$ cat config.mk
export PLATFORM = sky130hd
export DESIGN_NAME = alu_exec_unit_flat
export DESIGN_NICKNAME = d
export VERILOG_FILES = /design/src/rtl/alu_exec_if.sv /design/src/rtl/alu_exec_unit.sv /design/src/flat_wrapper.sv
export SDC_FILE = /design/constraint.sdc
export NUM_CORES = 1
export LEC_CHECK = 0
export ABC_AREA = 1
export CAP_MARGIN = 20
export CORE_UTILIZATION = 55
export CTS_CLUSTER_DIAMETER = 30
export CTS_CLUSTER_SIZE = 8
export DETAILED_ROUTE_END_ITERATION = 7
export MAX_ROUTING_LAYER = met4
export PLACE_DENSITY_LB_ADDON = 0.25
export SLEW_MARGIN = 20
export SYNTH_ARGS = -nofsm -noshare
export SYNTH_HDL_FRONTEND = slang
export SYNTH_SLANG_ARGS = --single-unit
$ cat constraint.sdc
create_clock -name clk -period 2.9 [get_ports clk]
set_input_delay 0.435 -clock clk [delete_from_list [all_inputs] [get_ports clk]]
set_output_delay 0.435 -clock clk [all_outputs]
set_load 0.02 [all_outputs]
$ cat src/rtl/alu_exec_if.sv
// Issue/result bundle between register-read and the execute-stage ALU.
// Issuer drives in_valid and holds op/operands stable until a cycle where in_valid && in_ready.
interface alu_exec_if #(
  parameter int N   = 16,
  parameter int SHW = 4
);
  logic           in_valid;
  logic           in_ready;
  logic [3:0]     op;
  logic [N-1:0]   in_src;
  logic [N-1:0]   in_dst;
  logic [SHW-1:0] shamt;
  logic           out_valid;
  logic [N-1:0]   out;
  logic           carry_flag;
  logic           zero_flag;
  logic           neg_flag;

  modport master (
    output in_valid, op, in_src, in_dst, shamt,
    input  in_ready, out_valid, out, carry_flag, zero_flag, neg_flag
  );

  modport slave (
    input  in_valid, op, in_src, in_dst, shamt,
    output in_ready, out_valid, out, carry_flag, zero_flag, neg_flag
  );
endinterface

$ cat src/rtl/alu_exec_unit.sv
// Registered execute-stage ALU with C/Z/N condition codes and iterative
// one-bit-per-cycle shifts that hold in_ready low while they run.
module alu_exec_unit #(
  parameter int N   = 16,
  parameter int SHW = 4
) (
  input  logic     clk,
  input  logic     rst,
  alu_exec_if.slave bus,
  output logic     dbgState
);
  typedef enum logic {IDLE = 1'b0, SHIFT = 1'b1} state_t;

  localparam logic [3:0] OpAdd   = 4'd0;
  localparam logic [3:0] OpNot   = 4'd1;
  localparam logic [3:0] OpPassD = 4'd2;
  localparam logic [3:0] OpSub   = 4'd4;
  localparam logic [3:0] OpAnd   = 4'd5;
  localparam logic [3:0] OpOr    = 4'd6;
  localparam logic [3:0] OpShl   = 4'd7;
  localparam logic [3:0] OpShr   = 4'd8;
  localparam logic [3:0] OpSetC  = 4'd9;
  localparam logic [3:0] OpClrC  = 4'd10;

  state_t         stateQ, stateD;
  logic [N-1:0]   workQ;
  logic [SHW-1:0] cntQ;
  logic           leftQ;
  logic [N-1:0]   outQ;
  logic           outValidQ, cQ, zQ, nQ;

  logic           accept, startShift, lastStep;
  logic [N:0]     sum;
  logic [N-1:0]   res, stepVal;
  logic           resC, updC, updZN, stepOut;

  assign accept     = bus.in_valid && (stateQ == IDLE);
  assign startShift = ((bus.op == OpShl) || (bus.op == OpShr)) && (bus.shamt != '0);
  assign lastStep   = (stateQ == SHIFT) && (cntQ == SHW'(1));
  assign sum        = {1'b0, bus.in_src} + {1'b0, bus.in_dst};

  // One step of the running shift; the vacated end is zero-filled.
  assign stepVal = leftQ ? {workQ[N-2:0], 1'b0} : {1'b0, workQ[N-1:1]};
  assign stepOut = leftQ ? workQ[N-1] : workQ[0];

  always_comb begin
    res   = bus.in_src;
    resC  = cQ;
    updC  = 1'b0;
    updZN = 1'b0;
    case (bus.op)
      OpAdd:   begin res = sum[N-1:0]; resC = sum[N]; updC = 1'b1; updZN = 1'b1; end
      OpNot:   begin res = ~bus.in_src; updZN = 1'b1; end
      OpPassD: begin res = bus.in_dst; updZN = 1'b1; end
      OpSub:   begin
        res   = bus.in_dst - bus.in_src;
        resC  = bus.in_src > bus.in_dst;
        updC  = 1'b1;
        updZN = 1'b1;
      end
      OpAnd:   begin res = bus.in_src & bus.in_dst; updZN = 1'b1; end
      OpOr:    begin res = bus.in_src | bus.in_dst; updZN = 1'b1; end
      // Zero-distance shifts complete here and leave C alone.
      OpShl, OpShr: begin res = bus.in_dst; updZN = 1'b1; end
      OpSetC:  begin res = bus.in_dst; resC = 1'b1; updC = 1'b1; end
      OpClrC:  begin res = bus.in_dst; resC = 1'b0; updC = 1'b1; end
      default: ;
    endcase
  end

  always_comb begin
    stateD = stateQ;
    case (stateQ)
      IDLE:    if (accept && startShift) stateD = SHIFT;
      SHIFT:   if (lastStep) stateD = IDLE;
      default: stateD = IDLE;
    endcase
  end

  always_ff @(posedge clk) begin
    if (!rst) stateQ <= IDLE;
    else      stateQ <= stateD;
  end

  always_ff @(posedge clk) begin
    if (!rst) begin
      workQ     <= '0;
      cntQ      <= '0;
      leftQ     <= 1'b0;
      outQ      <= '0;
      outValidQ <= 1'b0;
      cQ        <= 1'b0;
      zQ        <= 1'b0;
      nQ        <= 1'b0;
    end else begin
      outValidQ <= 1'b0;
      if (stateQ == SHIFT) begin
        workQ <= stepVal;
        cntQ  <= cntQ - SHW'(1);
        if (lastStep) begin
          outQ      <= stepVal;
          cQ        <= stepOut;
          zQ        <= (stepVal == '0);
          nQ        <= stepVal[N-1];
          outValidQ <= 1'b1;
        end
      end else if (accept) begin
        if (startShift) begin
          workQ <= bus.in_dst;
          cntQ  <= bus.shamt;
          leftQ <= (bus.op == OpShl);
        end else begin
          outQ      <= res;
          outValidQ <= 1'b1;
          if (updC) cQ <= resC;
          if (updZN) begin
            zQ <= (res == '0);
            nQ <= res[N-1];
          end
        end
      end
    end
  end

  assign bus.in_ready   = (stateQ == IDLE);
  assign bus.out_valid  = outValidQ;
  assign bus.out        = outQ;
  assign bus.carry_flag = cQ;
  assign bus.zero_flag  = zQ;
  assign bus.neg_flag   = nQ;
  assign dbgState       = stateQ;
endmodule

$ cat src/flat_wrapper.sv
// flat-port wrapper written by rule: the top's interface ports become plain ports
module alu_exec_unit_flat 
#(
  parameter int N   = 16,
  parameter int SHW = 4
)
  (clk, rst, dbgState, bus_in_valid, bus_op, bus_in_src, bus_in_dst, bus_shamt, bus_in_ready, bus_out_valid, bus_out, bus_carry_flag, bus_zero_flag, bus_neg_flag);
  alu_exec_if #(.N(N), .SHW(SHW)) bus_i ();
  input  logic clk;
  input  logic rst;
  output logic dbgState;
  input wire logic [$bits(bus_i.in_valid)-1:0] bus_in_valid;
  input wire logic [$bits(bus_i.op)-1:0] bus_op;
  input wire logic [$bits(bus_i.in_src)-1:0] bus_in_src;
  input wire logic [$bits(bus_i.in_dst)-1:0] bus_in_dst;
  input wire logic [$bits(bus_i.shamt)-1:0] bus_shamt;
  output wire logic [$bits(bus_i.in_ready)-1:0] bus_in_ready;
  output wire logic [$bits(bus_i.out_valid)-1:0] bus_out_valid;
  output wire logic [$bits(bus_i.out)-1:0] bus_out;
  output wire logic [$bits(bus_i.carry_flag)-1:0] bus_carry_flag;
  output wire logic [$bits(bus_i.zero_flag)-1:0] bus_zero_flag;
  output wire logic [$bits(bus_i.neg_flag)-1:0] bus_neg_flag;
  assign bus_i.in_valid = bus_in_valid;
  assign bus_i.op = bus_op;
  assign bus_i.in_src = bus_in_src;
  assign bus_i.in_dst = bus_in_dst;
  assign bus_i.shamt = bus_shamt;
  assign bus_in_ready = bus_i.in_ready;
  assign bus_out_valid = bus_i.out_valid;
  assign bus_out = bus_i.out;
  assign bus_carry_flag = bus_i.carry_flag;
  assign bus_zero_flag = bus_i.zero_flag;
  assign bus_neg_flag = bus_i.neg_flag;
  alu_exec_unit #(.N(N), .SHW(SHW)) u_core (.clk(clk), .rst(rst), .bus(bus_i), .dbgState(dbgState));
endmodule
==> impl_metrics.csv, run 1 <==
group,metric,value,unit
synth,syn-num-nets,997,
cts,h-tree-depth,2,
cts,cts_tree,"built",
layout,layout.cells.non_filler,1140,
placed_design,io_buffer_count,64,
cts,root_buffer,"clkbuf_8",
cts,clk-insertion-delay-late,0.30,ns
placed_design,place_ws,-0.07847,ns
synth,avgSynthCellArea,5.801,um2
global_route,grt_max_degree,38,
worst_setup_path,rr_worst_depth,7,
routing,first_pass_iters,5,
global_route,first_global_vias,5835,
worst_hold_path,hp-class,"reg -> reg",
timing,min_period_over_period,92.88,%
run_status,status,"completed",
synth,synth-edff-count,0,
worst_setup_path,path_class,"in -> reg",
routing,ant_nets,0,
global_route,gr-usage-all-layers,36.61,%
cts,path_clk_slew,0.08,ns
synth,synthCells,899,
layout,syn_to_final_growth,27.95,%
power,power_density,308.7,nW/um2
floorplanning,dieArea,9875,um2
global_route,grt.overflow.total,0,
synth,synth-seq-cells,42,
cts,holdBufCountCts,0,
synth,synth-seq-area-share,16.12,%
timing,finalMaxSlewViolations,0,
routing,avgViaCountPerCell,5.598,
layout,ff_latch_area,840.8,um2
worst_setup_path,cp-end-kind,"register",
timing,fin_ws,0.2065,ns
worst_setup_path,critPathLaunchType,"primary input",
synth,synthAdderAreaFrac,13.48,%
cts,clock_sinks,42,
synth,yosys.area_share.simple,38.80,%
routing,drt_iter0_markers,410,
synth,yosys_most_used_dff,"dfxtp_1",
synth,ys_types,43,
synth,postSynth.asyncResetShare,0,%
routing,drt-total-wl,17540,um
synth,synth_compound_area_share,15.98,%
routing,vias,6382,
cts,numCtsBuffers,5,
worst_hold_path,hold_path_depth,2,
synth,synth_top_family_by_area,"simple AND/OR/NAND/NOR gates",
worst_setup_path,crit_fanout,2,
cts,cts_max_path_buffers,2,
placed_design,routabilityCongestion,1.015,
synth,ys_top_cells_by_area,"nand2_1 (16%), dfxtp_1 (16%), ha_1 (13%), nand3_1 (9.6%), inv_1 (8.8%)",
placed_design,dp.cells,1131,
floorplanning,initial_core_util,56.71,%
timing,relSlewSlack,44.28,%
synth,yosysTopAreaCellShare,16.19,%
floorplanning,core,9196,um2
timing,fmax,371.3,MHz
synth,yosys.area.top_type,"nand2_1",
global_route,grt_pass1_wl,28030,um
floorplanning,ios,65,
timing,rsz0062_at_grt,"true",
floorplanning,die_y,99.38,um
flow_run,drv_cap,0,
worst_setup_path,worstReg2RegStart,"u_core.dbgState",
timing,setup_viol,0,
worst_setup_path,critPathArrivalTime,2.93,ns
synth,synth_warnings,0,
layout,n_fill_cell,796,
power,power_leakage,0.003400,uW
worst_setup_path,cp.required,3.13,ns
routing,drc_errors,0,
floorplanning,rows,35,
worst_setup_path,worstReg2RegEnd,"u_core.bus.zero_flag",
synth,synth_mux_area_share,2.495,%
synth,synth-xor-area-share,0.5038,%
worst_hold_path,hold_end,"u_core.bus.out[8]",
timing,fin_skew,0.003617,ns
routing,post_drt_wl_per_cell,15.39,um
timing,fin_setup_tns,0,ns
synth,syn_area,5215,um2
global_route,antenna_found_initial,0,
floorplanning,die_w,99.38,um
layout,drive_gt1_share,12.44,%
timing,min_period,2.694,ns
power,peakVddDrop,251.9,uV
timing,tightest_slew,0.8347,ns
layout,n_antenna_cell,0,
placed_design,hpwl,14100,um
worst_setup_path,r2r_setup_slack,0.79,ns
layout,fin_nets,1126,
worst_hold_path,worstHoldStart,"u_core.bus.out[8]",
timing,hold_violations,0,
layout,multi_input_area,3746,um2
-- worst max path at each step --
| stage | start | end | slack, ns | cells after the start |
|---|---|---|---|---|
| CTS | bus_in_dst[0] | u_core.bus.zero_flag | 0.21 | 18 |
| global route | bus_in_dst[0] | u_core.bus.zero_flag | -0.01 | 17 |
| global placement | bus_in_dst[0] | u_core.bus.zero_flag | -0.06 | 18 |
| detailed placement | bus_in_dst[0] | u_core.bus.zero_flag | -0.08 | 18 |
| finish | bus_in_dst[1] | u_core.bus.zero_flag | 0.21 | 15 |
| floorplan | bus_in_dst[0] | u_core.bus.zero_flag | 0.76 | 16 |
-- worst max-delay path, stage by stage --
cell,delay [ns]
clkdlybuf4s50_1,0.49
inv_1,0.09
ha_1,0.33
o21ai_0,0.29
buf_4,0.18
nand3_1,0.06
nand3_1,0.09
nand2_1,0.05
nor2_1,0.09
nand3_1,0.18
nor2_2,0.16
nand4_1,0.14
nor2_1,0.13
nand4_1,0.08
a21oi_1,0.12
-- layout make-up --
type                       count  share of cell area [%]
sequential                    42                   12.60
tap                          111                   2.081
multi-input combinational    690                   56.14
inverter                     133                   7.482
clock buffer                   7                   1.294
clock inverter                 1                 0.07500
timing repair buffer         156                   20.33
-- sequential cells by signal, summed over array words and instances (netlist names) --
name / flops
u_core.bus.out: 16
u_core.workQ: 16
u_core.cntQ: 4
u_core.bus.carry_flag: 1
u_core.bus.neg_flag: 1
u_core.bus.out_valid: 1
u_core.bus.zero_flag: 1
u_core.dbgState: 1
u_core.leftQ: 1
-- layer usage --
metal / global-route usage, % / routed length (um) / vias up / share of wire [%]
li1: - / - / 3178 / -
met1: 46.94 / 7451 / 2825 / 42
met2: 60.26 / 8066 / 331 / 46
met3: 3.303 / 1446 / 48 / 8.2
met4: 13.01 / 578 / 0 / 3.3
met5: - / 0 / - / 0
-- timing repair --
action	4_1_cts	5_1_grt
endpoints found under the setup margin	0	2
gates resized for setup	0	7
buffers inserted	0	1
-- Yosys cell counts (2+ instances only) --
cell type / count
mux2i_1: 13
a211oi_2: 2
nand4_1: 21
nand3_1: 100
nand2_1: 225
a211oi_1: 5
o21ai_1: 14
o21bai_1: 6
fa_1: 2
buf_2: 19
clkbuf_1: 14
o22ai_1: 5
dfxtp_1: 42
a21oi_1: 61
nor3_1: 5
xnor2_1: 2
nor2_2: 5
inv_1: 122
nor2_1: 97
inv_2: 10
and2_1: 4
nand3b_1: 7
ha_1: 53
o21ai_0: 46
-- cell usage in the layout, fill, tap and decap left out, types with 21 or more instances in the layout --
master / instances
nand2_1: 224
inv_1: 122
nand3_1: 100
nor2_1: 96
buf_4: 90
clkdlybuf4s50_1: 64
a21oi_1: 59
ha_1: 51
o21ai_0: 46
dfxtp_1: 42
nand4_1: 21
-- power by group --
part,switching (uW),internal [uW],leakage (uW)
registers,28.9,616,0.000344
clock network,205,192,0.0000482
logic,584,434,0.00301
total,818,1240,0.00340
-- through the flow --
step	power [uW]	hold WS, ns	area [um2]	util [%]
floorplan	1211	0.4671	5215	-
global placement	1634	0.4578	6544	71.16
detailed placement	1641	0.4645	6544	71.16
CTS	2027	0.4763	6635	72.15
global route	2185	0.5002	6673	72.56
finish	2060	0.4752	6673	72.56
-- cells by family after synthesis --
family / after synthesis
simple gates: 471
xor+xnor: 3
buf+inv: 167
compound gates: 148
mux: 13
flops: 42
fa+ha+maj: 55
(Power assumes the default switching activity.)
==> inputs of run 2 (changes only) <==
--- a/config.mk
+++ b/config.mk
@@ -6,7 +6,6 @@
 export NUM_CORES = 1
 export LEC_CHECK = 0
 export ABC_AREA = 1
-export CAP_MARGIN = 20
 export CORE_UTILIZATION = 55
 export CTS_CLUSTER_DIAMETER = 30
 export CTS_CLUSTER_SIZE = 8
==> results of run 2 <==
No change in the layout: final DEF, timing and power equal those of run 1.
